===== src/rtl/cache_pkg.sv =====
// cache_pkg: shared state encoding, memory size code and address-field widths for the cache.
package cache_pkg;
    typedef enum logic [1:0] {IDLE, FETCH, WRITE, RESP} cache_state_t;
    localparam logic [2:0] MEMCTRL_WORD = 3'b010;
    function automatic int index_width(input int sets);
        return $clog2(sets);
    endfunction
    function automatic int tag_width(input int address_width, input int sets);
        return address_width - 2 - $clog2(sets);
    endfunction
endpackage


===== src/rtl/cache_store.sv =====
// cache_store: direct-mapped valid/tag/data arrays with combinational lookup and one synchronous write port.
module cache_store
    import cache_pkg::*;
#(
    parameter int ADDRESS_WIDTH = 32,
    parameter int DATA_WIDTH = 32,
    parameter int SETS = 8
) (
    input  logic                     clk,
    input  logic                     rst,
    input  logic [ADDRESS_WIDTH-3:0] line,
    input  logic                     fill,
    input  logic                     update,
    input  logic                     invalidate,
    input  logic [DATA_WIDTH-1:0]    wdata,
    output logic                     hit,
    output logic [DATA_WIDTH-1:0]    rdata
);
    localparam int IW = index_width(SETS);
    localparam int TW = tag_width(ADDRESS_WIDTH, SETS);
    logic [SETS-1:0] valid;
    logic [TW-1:0] tags [SETS];
    logic [DATA_WIDTH-1:0] data [SETS];
    logic [IW-1:0] idx;
    logic [TW-1:0] tag;
    assign idx = line[IW-1:0];
    assign tag = line[ADDRESS_WIDTH-3:IW];
    assign hit = valid[idx] && tags[idx] == tag;
    assign rdata = data[idx];
    always_ff @(posedge clk or posedge rst) begin
        if (rst) valid <= '0;
        else if (fill) valid[idx] <= 1'b1;
        else if (invalidate) valid[idx] <= 1'b0;
    end
    // Tag/data need no reset: the valid bits guard them.
    always_ff @(posedge clk) begin
        if (fill) tags[idx] <= tag;
        if (fill || update) data[idx] <= wdata;
    end
endmodule


===== src/rtl/cache_controller.sv =====
// cache_controller: write-through, no-write-allocate direct-mapped cache FSM with hit/miss statistics.
module cache_controller
    import cache_pkg::*;
#(
    parameter int ADDRESS_WIDTH = 32,
    parameter int DATA_WIDTH = 32,
    parameter int SETS = 8
) (
    input  logic                     clk,
    input  logic                     rst,
    input  logic                     req_valid,
    output logic                     req_ready,
    input  logic                     req_we,
    input  logic [ADDRESS_WIDTH-1:0] req_addr,
    input  logic [DATA_WIDTH-1:0]    req_wdata,
    input  logic [2:0]               req_memcontrol,
    output logic                     rsp_valid,
    output logic [DATA_WIDTH-1:0]    rsp_rdata,
    output logic                     mem_req,
    output logic                     mem_we,
    output logic [ADDRESS_WIDTH-1:0] mem_addr,
    output logic [DATA_WIDTH-1:0]    mem_wdata,
    output logic [2:0]               mem_memcontrol,
    input  logic                     mem_ack,
    input  logic [DATA_WIDTH-1:0]    mem_rdata,
    output logic [15:0]              hit_count,
    output logic [15:0]              miss_count
);
    cache_state_t state, state_next;
    logic hit, fill, update, invalidate, word;
    logic [DATA_WIDTH-1:0] line_data;
    logic [ADDRESS_WIDTH-3:0] line;
    // mem_addr doubles as the latched request address once a request leaves IDLE.
    assign line = state == IDLE ? req_addr[ADDRESS_WIDTH-1:2] : mem_addr[ADDRESS_WIDTH-1:2];
    assign word = mem_memcontrol == MEMCTRL_WORD;

    cache_store #(.ADDRESS_WIDTH(ADDRESS_WIDTH), .DATA_WIDTH(DATA_WIDTH), .SETS(SETS)) u_store (
        .clk(clk),
        .rst(rst),
        .line(line),
        .fill(fill),
        .update(update),
        .invalidate(invalidate),
        .wdata(state == FETCH ? mem_rdata : mem_wdata),
        .hit(hit),
        .rdata(line_data)
    );

    always_ff @(posedge clk or posedge rst) begin
        if (rst) state <= IDLE;
        else state <= state_next;
    end

    always_comb begin
        state_next = state;
        fill = 1'b0;
        update = 1'b0;
        invalidate = 1'b0;
        req_ready = state == IDLE;
        rsp_valid = state == RESP;
        mem_req = state == FETCH || state == WRITE;
        mem_we = state == WRITE;
        case (state)
            IDLE: if (req_valid) state_next = req_we ? WRITE : hit ? RESP : FETCH;
            FETCH: if (mem_ack) begin
                state_next = RESP;
                fill = 1'b1;
            end
            WRITE: if (mem_ack) begin
                state_next = RESP;
                update = hit && word;
                invalidate = hit && !word;
            end
            default: state_next = IDLE;
        endcase
    end

    always_ff @(posedge clk or posedge rst) begin
        if (rst) begin
            mem_addr <= '0;
            mem_wdata <= '0;
            mem_memcontrol <= '0;
            rsp_rdata <= '0;
            hit_count <= '0;
            miss_count <= '0;
        end else begin
            if (state == IDLE && req_valid) begin
                mem_addr <= req_we ? req_addr : {req_addr[ADDRESS_WIDTH-1:2], 2'b00};
                mem_wdata <= req_we ? req_wdata : '0;
                mem_memcontrol <= req_we ? req_memcontrol : MEMCTRL_WORD;
                rsp_rdata <= req_we ? '0 : line_data;
                if (!req_we && hit && hit_count != 16'hFFFF) hit_count <= hit_count + 16'd1;
                if (!req_we && !hit && miss_count != 16'hFFFF) miss_count <= miss_count + 16'd1;
            end
            if (state == FETCH && mem_ack) rsp_rdata <= mem_rdata;
        end
    end
endmodule

===== config.mk =====
export PLATFORM = sky130hd
export DESIGN_NAME = cache_controller
export DESIGN_NICKNAME = d
export VERILOG_FILES = /design/src/rtl/cache_pkg.sv /design/src/rtl/cache_store.sv /design/src/rtl/cache_controller.sv
export SDC_FILE = /design/constraint.sdc
export NUM_CORES = 1
export LEC_CHECK = 0
export ABC_CLOCK_PERIOD_IN_PS = 7700
export CORE_ASPECT_RATIO = 0.8
export CORE_UTILIZATION = 52
export CTS_BUF_LIST = sky130_fd_sc_hd__clkbuf_16
export DETAILED_ROUTE_END_ITERATION = 10
export PLACE_DENSITY = 0.74
export SYNTH_ARGS = -nofsm -noshare
export SYNTH_HDL_FRONTEND = slang
export SYNTH_SLANG_ARGS = --single-unit

===== constraint.sdc =====
create_clock -name clk -period 7.7 [get_ports clk]
set_input_delay 2.31 -clock clk [delete_from_list [all_inputs] [get_ports clk]]
set_output_delay 2.31 -clock clk [all_outputs]
set_load 0.1 [all_outputs]

==> metrics.md <==
| Metric | Value |
|---|---|
| Wl on met1 | 26.5 mm |
| DRT Pass-1 Iters | 7 |
| # diodes | 0 |
| Worst Path Arrival | 6500 ps |
| Setup_tns | 0 ps |
| Clk root buf | clkbuf_16 |
| Via/cell ratio | 6.10 |
| Synth warn | 0 |
| LEAKAGE | 10.7 nW |
| Worst Hold Launch | u_store.data[0][23]$_DFFE_PP_ |
| GPL Wtd Cong | 0.846 |
| Final ANT Viol Nets | 0 |
| Global-route usage over all layers | 25.6% |
| CP Launch Point | req_addr[2] |
| Reg clk slew, reported paths | 60 ps |
| Share of the yosys chip area belonging to registers | 71.9% |
| Post-synth top flop | edfxtp_1 |
| IO buf count | 238 |
| Reg2Reg Launch Point | state[0]$_DFFE_PP0P_ |
| CP Capture Type | flop |
| Int Power | 7.58 mW |
| Number of flops mapped to enable cells by yosys | 472 |
| Worst EP required | 8010 ps |
| Post-detailed-routing wire length | 61.9 mm |
| Final setup margin | 1520 ps |
| Clk buf depth | 3 |
| Final setup vio count | 0 |
| Initial antenna violation count | 2 |
| DR WL/cell | 23.7 µm |
| Critical path fanouts, max | 41 |
| Clock power frac | 20.3% |
| I/O pins | 239 |
| Die ar. | 48200 µm² |
| Final Max Tran Viols | 0 |
| Total global routing overflow | 0 |
| Initial Util | 53.3% |
| Routed met2 length | 29.0 mm |
| Worst Max-Slew Pin Slew | 1190 ps |
| Pwr per Cell Area | 450 nW/µm² |
| Psw | 5.75 mW |
| Max Cap Violations | 0 |
| Via count | 15900 |
| Area growth from synthesis to layout | 20.3% |
| Worst-Skew Late Latency | 610 ps |
| Crit path time final | 6180 ps |
| Highest metal used | met4 |
| Setup Buffers After CTS | 0 |
| Largest net degree at the start of global routing | 92 |
| Cell variety after synth | 57 |
| Core Footprint | 46200 µm² |
| Clock sinks | 613 |
| Final Hold Fails | 0 |
| Detail Placement HPWL | 37.7 mm |
| Final Cycle Share | 80.3% |
| Post-CTS sizing | 0 |
| DRC | 0 |
| CTS tree | yes |
| Startpoint types | primary input |
| # rows | 70 |
| Layout cells sized above 1 | 12.6% |
| Register-to-register setup slack | 2690 ps |
| Sw Ratio | 43.1% |
| Metal3 WL | 4.97 mm |
| Asr flop ratio synth | 23.0% |
| Vias in the first global route | 16000 |
| Gate power share | 44.2% |
| Die height | 197 µm |
| CTS H-tree depth | 2 |
| Worst min-delay path class | flop to flop |
| Mapped Cells | 1701 |
| Total CTS buffers | 58 |
| CP Class | primary input to flop |
| Pre-CTS setup slack | 996 ps |
| Die X | 245 µm |
| Clk_skew | 16.8 ps |
| Starting DRT DRC Count | 1693 |
| Sequential power share | 35.5% |
| Nets | 2055 |
| Slew margin rel. | 19.7% |
| Syn_nets | 1811 |
| Seq cells post-synth | 613 |
| Max Freq | 0.162 GHz |
| Mean Syn Cell Area | 14.5 µm² |
| Hold Buf Count CTS | 0 |
| RSZ-0062 raised after global routing | no |
| First-pass GRT wire length | 93.9 mm |
| Max IR drop VDD | 304 µV |
| Post-Syn Area | 24600 µm² |
| Status | finished, final reports clean |
layer usage:
layer	GRT usage, %	vias to the layer above
li1	-	7044
met3	4.81	100
met4	7.96	0
met1	37.0	8072
met5	0	-
met2	39.7	679
logic make-up after synthesis:
| group | count (synthesis) | share of synthesized area [%] |
|---|---|---|
| xor+xnor | 31 | 1.10 |
| buf+inv | 118 | 2.24 |
| compound gates | 349 | 9.54 |
| fa+ha+maj | 6 | 0.305 |
| flops | 613 | 71.9 |
| simple gates | 439 | 8.51 |
| mux | 145 | 6.38 |
path summary, 6_finish.rpt:
kind                                                  to  depth (start not counted)
max                        u_store.data[1][16]$_DFFE_PP_                         12
max reg2reg                u_store.data[1][16]$_DFFE_PP_                         12
max in group asynchronous                      async pin                          3
min reg2reg                    rsp_rdata[23]$_DFFE_PP0P_                          2
min                            rsp_rdata[23]$_DFFE_PP0P_                          2
min in group asynchronous      miss_count[8]$_DFFE_PP0P_                          2
cell usage after synthesis (all sizes together) (24+ instances only):
cell      n  share of area, %
o22ai    99               2.5
a21oi    30              0.61
o21ai    83               1.7
nand3    27              0.55
buf      42               1.1
mux2i    53               2.2
dfrtp   141                14
a32oi    47               1.7
nand2   205               3.1
clkbuf   61              0.93
a22oi    24              0.73
and3     32              0.81
edfxtp  472                58
nor2     86               1.3
mux2     92               4.2
area by class of cell:
class	instances	area [µm²]
Multi-Input combinational cell	970	6480
Clock inverter	50	319
Fill cell	3298	16500
Tap cell	612	766
Clock buffer	59	1480
Sequential cell	613	17700
Timing Repair Buffer	287	2810
Inverter	15	61.3
critical path, cell delays in order:
cell             delay, ps
clkdlybuf4s50_1        730
mux2_4                 670
buf_12                 290
nand2_1                 80
a32oi_1                280
and4_1                 250
o22ai_1                130
nor4_4                 440
nand4_2                190
o31a_1                 440
nor2_2                 390
buf_4                  260
stage by stage:
stage	area [µm²]	utilization, %	std cells	hold slack (ps)	total power [mW]
final	29600	64.2	2606	488	13.3
after global routing	29600	64.2	2606	502	13.8
after CTS	29600	64.2	2606	492	13.3
after detailed placement	27800	60.3	2497	481	10.6
after global placement	27800	60.3	2497	463	10.5
after floorplan	24600	-	1701	450	8.98
power groups by stage:
| stage | Sequential, mW | Clock, mW | Combinational, mW |
|---|---|---|---|
| 2_1_floorplan | 6.47 | 0 | 2.51 |
| 3_3_place_gp | 4.77 | 0 | 5.72 |
| 3_5_place_dp | 4.78 | 0 | 5.85 |
| 4_1_cts | 4.72 | 2.74 | 5.87 |
| 5_1_grt | 4.77 | 2.88 | 6.17 |
| 6_report | 4.73 | 2.71 | 5.89 |
cells in the final DEF, fill, tap and decap left out, types with 22 or more instances in the layout:
cell type / Yosys / layout
a32oi_1: 47 / 45
dfrtp_1: 141 / 141
and3_1: 32 / 32
nand2_1: 204 / 203
buf_4: 9 / 44
mux2i_1: 53 / 52
mux2_2: 91 / 91
a21oi_1: 30 / 29
edfxtp_1: 472 / 472
a22oi_1: 24 / 22
inv_1: 15 / 38
o22ai_1: 99 / 99
nor2_1: 86 / 67
o21ai_0: 83 / 83
clkdlybuf4s50_1: 0 / 238
clkbuf_16: 0 / 59
nand3_1: 27 / 27
sequential cells by signal, summed over array words and instances, names as in the netlist, named ones only:
register        cells
mem_addr           32
state               2
miss_count         16
mem_memcontrol      3
u_store.tags      216
rsp_rdata          32
mem_wdata          32
hit_count          16
u_store.data      256
Power figures use the tool's default switching activity.
